==> src/rtl/ctrl_seq.sv <==
// rtl/ctrl_seq.sv - instruction fetch / operand / execute / interrupt sequencer
//
// Fetches an opcode, then n = opcode[W-1:W-2] operand bytes, pulses the
// execute unit, waits for it to finish, and optionally services an
// interrupt before the next fetch. Every wait is guarded by a timeout that
// parks the sequencer in a sticky fault state until reset.
//
// Ports:
//   clock        in   rising-edge clock
//   reset        in   asynchronous active-high reset
//   bus_data_in  in   memory read data, valid with mem_op_done
//   mem_op_done  in   current read has completed
//   exec_done    in   execute unit finished
//   irq          in   level interrupt request
//   irq_en       in   interrupt enable
//   mem_rd       out  read request, held until done
//   pc_inc       out  one-cycle PC increment pulse
//   pc_load_vec  out  one-cycle pulse: load PC with IRQ vector
//   irq_ack      out  one-cycle interrupt acknowledge
//   exec_start   out  one-cycle execute pulse
//   opcode       out  latched opcode
//   operands     out  operand k in bits [k*W +: W]
//   fault        out  sticky fault flag

module ctrl_seq #(
   parameter int DATA_BUS_WIDTH = 8,
   parameter int MAX_OPERANDS   = 3,
   parameter int TIMEOUT_CYCLES = 15
) (
   input  logic                                   clock,
   input  logic                                   reset,
   input  logic [DATA_BUS_WIDTH-1:0]              bus_data_in,
   input  logic                                   mem_op_done,
   input  logic                                   exec_done,
   input  logic                                   irq,
   input  logic                                   irq_en,
   output logic                                   mem_rd,
   output logic                                   pc_inc,
   output logic                                   pc_load_vec,
   output logic                                   irq_ack,
   output logic                                   exec_start,
   output logic [DATA_BUS_WIDTH-1:0]              opcode,
   output logic [MAX_OPERANDS*DATA_BUS_WIDTH-1:0] operands,
   output logic                                   fault
);

   localparam int W     = DATA_BUS_WIDTH;
   // At least one storage slot so the register is never zero-width.
   localparam int SLOTS = (MAX_OPERANDS == 0) ? 1 : MAX_OPERANDS;

   localparam logic [2:0] ST_FETCH     = 3'd0;
   localparam logic [2:0] ST_OPERAND   = 3'd1;
   localparam logic [2:0] ST_EXEC      = 3'd2;
   localparam logic [2:0] ST_WAIT_EXEC = 3'd3;
   localparam logic [2:0] ST_IRQ       = 3'd4;
   localparam logic [2:0] ST_FAULT     = 3'd5;

   localparam logic [2:0] MAX_N    = 3'(MAX_OPERANDS);
   localparam logic [7:0] TMO_LAST = 8'(TIMEOUT_CYCLES - 1);

   logic [2:0]         r_state;
   logic [2:0]         w_state_next;
   // Low from reset until the first clock edge after release, so that no
   // request is issued and no done is accepted before the machine is running.
   logic               r_run;
   logic [W-1:0]       r_opcode;
   logic [SLOTS*W-1:0] r_operands;
   logic [1:0]         r_cnt;
   logic [7:0]         r_tmo;

   logic [1:0]         w_n_bus;
   logic [1:0]         w_n_op;
   logic               w_bus_n_bad;
   logic               w_last_operand;
   logic               w_mem_done;
   logic               w_exec_done;
   logic               w_waiting;
   logic               w_awaited_done;
   logic               w_timeout;

   logic               w_mem_rd;
   logic               w_pc_inc;
   logic               w_pc_load_vec;
   logic               w_irq_ack;
   logic               w_exec_start;
   logic               w_fault;

   // Operand count straight off the bus in ST_FETCH (opcode is not yet
   // latched), and from the latched opcode in ST_OPERAND.
   assign w_n_bus        = bus_data_in[W-1 -: 2];
   assign w_n_op         = r_opcode[W-1 -: 2];
   assign w_bus_n_bad    = ({1'b0, w_n_bus} > MAX_N);
   assign w_last_operand = (r_cnt == (w_n_op - 2'd1));

   // Done inputs only count in the state that is waiting for them.
   assign w_mem_done     = r_run && mem_op_done &&
                           ((r_state == ST_FETCH) || (r_state == ST_OPERAND));
   assign w_exec_done    = r_run && exec_done && (r_state == ST_WAIT_EXEC);
   assign w_waiting      = r_run && ((r_state == ST_FETCH) ||
                                     (r_state == ST_OPERAND) ||
                                     (r_state == ST_WAIT_EXEC));
   assign w_awaited_done = w_mem_done || w_exec_done;
   // A done in the last allowed cycle wins over the timeout.
   assign w_timeout      = w_waiting && !w_awaited_done && (r_tmo == TMO_LAST);

   // State register
   always_ff @(posedge clock or posedge reset) begin
      if (reset) begin
         r_state <= ST_FETCH;
         r_run   <= 1'b0;
      end else begin
         r_state <= w_state_next;
         r_run   <= 1'b1;
      end
   end

   // Next-state logic
   always_comb begin
      w_state_next = r_state;
      case (r_state)
         ST_FETCH: begin
            if (w_mem_done) begin
               if (w_bus_n_bad)
                  w_state_next = ST_FAULT;
               else if (w_n_bus == 2'd0)
                  w_state_next = ST_EXEC;
               else
                  w_state_next = ST_OPERAND;
            end else if (w_timeout) begin
               w_state_next = ST_FAULT;
            end
         end
         ST_OPERAND: begin
            if (w_mem_done) begin
               if (w_last_operand)
                  w_state_next = ST_EXEC;
            end else if (w_timeout) begin
               w_state_next = ST_FAULT;
            end
         end
         ST_EXEC:
            w_state_next = ST_WAIT_EXEC;
         ST_WAIT_EXEC: begin
            // irq is sampled only here, at the moment execution completes.
            if (w_exec_done)
               w_state_next = (irq && irq_en) ? ST_IRQ : ST_FETCH;
            else if (w_timeout)
               w_state_next = ST_FAULT;
         end
         ST_IRQ:
            w_state_next = ST_FETCH;
         ST_FAULT:
            w_state_next = ST_FAULT;
         default:
            w_state_next = ST_FETCH;
      endcase
   end

   // Output logic
   always_comb begin
      w_mem_rd      = 1'b0;
      w_pc_inc      = 1'b0;
      w_pc_load_vec = 1'b0;
      w_irq_ack     = 1'b0;
      w_exec_start  = 1'b0;
      w_fault       = 1'b0;
      case (r_state)
         ST_FETCH, ST_OPERAND: begin
            w_mem_rd = r_run;
            w_pc_inc = w_mem_done;
         end
         ST_EXEC:
            w_exec_start = 1'b1;
         ST_IRQ: begin
            w_pc_load_vec = 1'b1;
            w_irq_ack     = 1'b1;
         end
         ST_FAULT:
            w_fault = 1'b1;
         default: begin
         end
      endcase
   end

   assign mem_rd      = w_mem_rd;
   assign pc_inc      = w_pc_inc;
   assign pc_load_vec = w_pc_load_vec;
   assign irq_ack     = w_irq_ack;
   assign exec_start  = w_exec_start;
   assign fault       = w_fault;
   assign opcode      = r_opcode;

   // Opcode / operand capture and operand slot counter
   always_ff @(posedge clock or posedge reset) begin
      if (reset) begin
         r_opcode   <= '0;
         r_operands <= '0;
         r_cnt      <= 2'd0;
      end else if (w_mem_done) begin
         if (r_state == ST_FETCH) begin
            r_opcode <= bus_data_in;
            r_cnt    <= 2'd0;
         end else begin
            // Only the addressed slot is written; the rest keep old data.
            for (int k = 0; k < SLOTS; k++) begin
               if (r_cnt == 2'(k))
                  r_operands[k*W +: W] <= bus_data_in;
            end
            if (!w_last_operand)
               r_cnt <= r_cnt + 2'd1;
         end
      end
   end

   // Wait timeout counter: restarts on every done and every state change.
   always_ff @(posedge clock or posedge reset) begin
      if (reset)
         r_tmo <= 8'd0;
      else if (w_awaited_done || (w_state_next != r_state) || !w_waiting)
         r_tmo <= 8'd0;
      else
         r_tmo <= r_tmo + 8'd1;
   end

   generate
      if (MAX_OPERANDS > 0) begin : g_operands
         assign operands = r_operands[MAX_OPERANDS*W-1:0];
      end else begin : g_no_operands
         assign operands = '0;
      end
   endgenerate

endmodule

==> config.mk <==
export PLATFORM = sky130hd
export DESIGN_NAME = ctrl_seq
export DESIGN_NICKNAME = d
export VERILOG_FILES = /design/src/rtl/ctrl_seq.sv
export SDC_FILE = /design/constraint.sdc
export NUM_CORES = 1
export LEC_CHECK = 0
export CORE_MARGIN = 8
export CORE_UTILIZATION = 53
export DETAILED_ROUTE_END_ITERATION = 8
export PLACE_DENSITY = 0.8
export SLEW_MARGIN = 10
export SYNTH_ARGS = -nofsm -noshare
export SYNTH_HDL_FRONTEND = slang
export SYNTH_SLANG_ARGS = --single-unit
==> constraint.sdc <==
create_clock -name clock -period 2.88 [get_ports clock]
set_input_delay 0.576 -clock clock [delete_from_list [all_inputs] [get_ports clock]]
set_output_delay 0.576 -clock clock [all_outputs]
set_load 0.02 [all_outputs]
==> impl_metrics.tcl <==
set metrics [dict create \
    status "completed" \
    nets 236 \
    maxCapViolCount 0 \
    p_int_uw 837 \
    fin_skew_ps 4.73 \
    drt_wl_total_um 4700 \
    vias 1448 \
    hpwlAfterDp_um 3560 \
    yosys_warnings 0 \
    cp_data_required_time_ps 2300 \
    clk_pin_slew_ps 80 \
    synthDistinctLibCells 36 \
    fmax_mhz 378 \
    cts_made_buffers 5 \
    synth_ff_type "dfrtp_1" \
    io_buffer_count 51 \
    power_switching_share 0.230 \
    reg2reg_slack_ps 1090 \
    synth_nets 180 \
    tightest_slew_ps 653 \
    pwr-share-clk 0.364 \
    synth.most_common_cell "dfrtp_1" \
    finalMaxSlewViolations 0 \
    hold_viol_final 0 \
    holdCritStartpoint "r_tmo[0]" \
    reg2reg_from "r_state[1]" \
    synth_top_cell_by_area "dfrtp_1" \
    start_util 0.550 \
    yosys_register_bits 46 \
    worstSetupEndpointType "output pin" \
    fp.dieW_um 80.2 \
    synthCells 161 \
    cp.arrival_ps 2070 \
    antenna_left 0 \
    sequentialPowerShare 0.596 \
    rows 23 \
    r2r-end "opcode[3]" \
    period_minus_slack_ps 2640 \
    dieArea_um2 6430 \
    cts_hold_buffers 0 \
    grt_pass1_vias 1564 \
    synth.top_cells.by_count "dfrtp_1, mux2_4, nor2_1" \
    place_ws_ps 245 \
    post_cts_buffers 0 \
    cts_sinks 46 \
    setup_violations 0 \
    drive_gt1_frac 0.229 \
    grt_pass1_wl_um 7530 \
    pin_count 52 \
    core_um2 3970 \
    grt_use_total 0.151 \
    detail_route.wl_per_cell_um 17.5 \
    synth-edff-count 0 \
    rsz0062_at_grt "false" \
    timing.final.crit_share 0.918 \
    ir_drop_v 0.000272 \
    ys_top_cells_by_area "dfrtp_1, mux2_4, mux2_2" \
    cts_repair_resize_count 0 \
    die_h_um 80.2 \
    hp-class "reg -> reg" \
    power.switching_uw 250 \
    relSlewSlack 0.562 \
    cts_root_buf "clkbuf_8" \
    worstSetupPathType "in -> out" \
    grt_max_degree 20 \
    pwr-share-comb 0.040 \
    drt_iter0_drc 41 \
    clk_path_buf_depth 2 \
    drt_pass1_iterations 4 \
    cp_max_fo 6 \
    power_density_nw_per_um2 385 \
    h-tree-depth 2 \
    vias_per_cell 5.40 \
    netlist.area_leader.share 0.527 \
    gp_congestion 0.886 \
    overflow 0 \
    drc 0 \
    rr_worst_depth 3 \
    hold_depth 1 \
    synth_async_sr_flop_share 1.00 \
    layout_setup_ws_ps 237 \
    area_growth_pct 29.3 \
    n_antenna_cell 0 \
    insertion_delay_ps 300 \
    netlist_area_um2 2180 \
    grt_antenna_before_repair 0 \
    avgSynthCellArea_um2 13.6 \
    crit_path_start_kind "input port" \
    hold_path_end "r_tmo[0]" \
    leakage_uw 0.00133 \
    cts_tree "yes" \
    synth_seq_area_share 0.527 \
    tns_ps 0 \
]
## critical path, cell delays in order
cell and delay (ps):
clkdlybuf4s50_1 580, and4bb_4 300, clkdlybuf4s50_1 620
## state kept, by name, indices dropped and copies added, names as in the netlist
signal,cells
operands,24
opcode,8
r_tmo,8
r_state,3
r_cnt,2
r_run,1
## worst max-delay path by stage
stage	startpoint	endpoint	slack, ps	depth (start not counted)
global placement	mem_op_done	pc_inc	280	3
finish	mem_op_done	pc_inc	240	3
CTS	mem_op_done	pc_inc	240	3
global route	mem_op_done	pc_inc	200	3
detailed placement	mem_op_done	pc_inc	240	3
floorplan	r_state[2]	pc_load_vec	980	3
## cell usage in the layout, fill, tap and decap left out, types with 3 or more instances in the layout
cell type,count
o211ai_1,3
a21oi_1,3
inv_1,6
nand3_1,3
mux2_2,8
nor2_1,12
clkdlybuf4s50_1,51
nor3_1,3
nor2b_1,3
dfrtp_1,46
nand2_8,3
clkbuf_8,5
ha_1,5
nand2_1,6
o21ai_0,3
nand4_1,3
xor2_1,6
mux2_4,24
## power groups by stage
| stage | sequential [µW] | combinational, µW | clock (µW) |
|---|---|---|---|
| 2_1_floorplan | 660 | 13.3 | 0 |
| 3_3_place_gp | 660 | 41.8 | 0 |
| 3_5_place_dp | 660 | 43.9 | 0 |
| 4_1_cts | 647 | 44.1 | 406 |
| 5_1_grt | 648 | 48.2 | 435 |
| 6_report | 648 | 43.4 | 396 |
## area by class of cell
class	instances	area [µm²]
Tap cell	50	62.6
Timing Repair Buffer	53	526
Clock inverter	3	21.3
Clock buffer	5	68.8
Fill cell	287	1150
Multi-Input combinational cell	104	968
Inverter	7	26.3
Sequential cell	46	1150
## routing by layer
layer | up-vias | routed length (µm) | GRT usage
li1 | 668 | - | -
met1 | 722 | 2030 | 0.174
met2 | 49 | 2260 | 0.255
met3 | 9 | 335 | 0.0446
met4 | 0 | 76 | 0.0618
met5 | - | 0 | 0
## per-stage QoR
stage	util	total power [µW]	instances	hold WS, ps	area, µm²
after floorplan	-	673	161	467	2180
after detailed placement	0.688	704	260	497	2730
after CTS	0.711	1100	268	517	2820
after global placement	0.688	702	260	491	2730
final	0.711	1090	268	516	2820
after global routing	0.711	1130	268	531	2820
## logic make-up (layout without fill, tap and decap cells)
family | after synthesis | after routing | share of synthesized area
xor gates and xnor gates | 7 | 7 | 0.0281
DFF | 46 | 46 | 0.527
buffers and inverters | 11 | 68 | 0.0292
and+or+nand+nor | 43 | 43 | 0.127
adders and majority gates | 5 | 5 | 0.0287
muxes | 33 | 33 | 0.211
other | 1 | 1 | 0.00172
AOI/OAI and AO/OA | 15 | 15 | 0.0470
(Power assumes the default switching activity.)
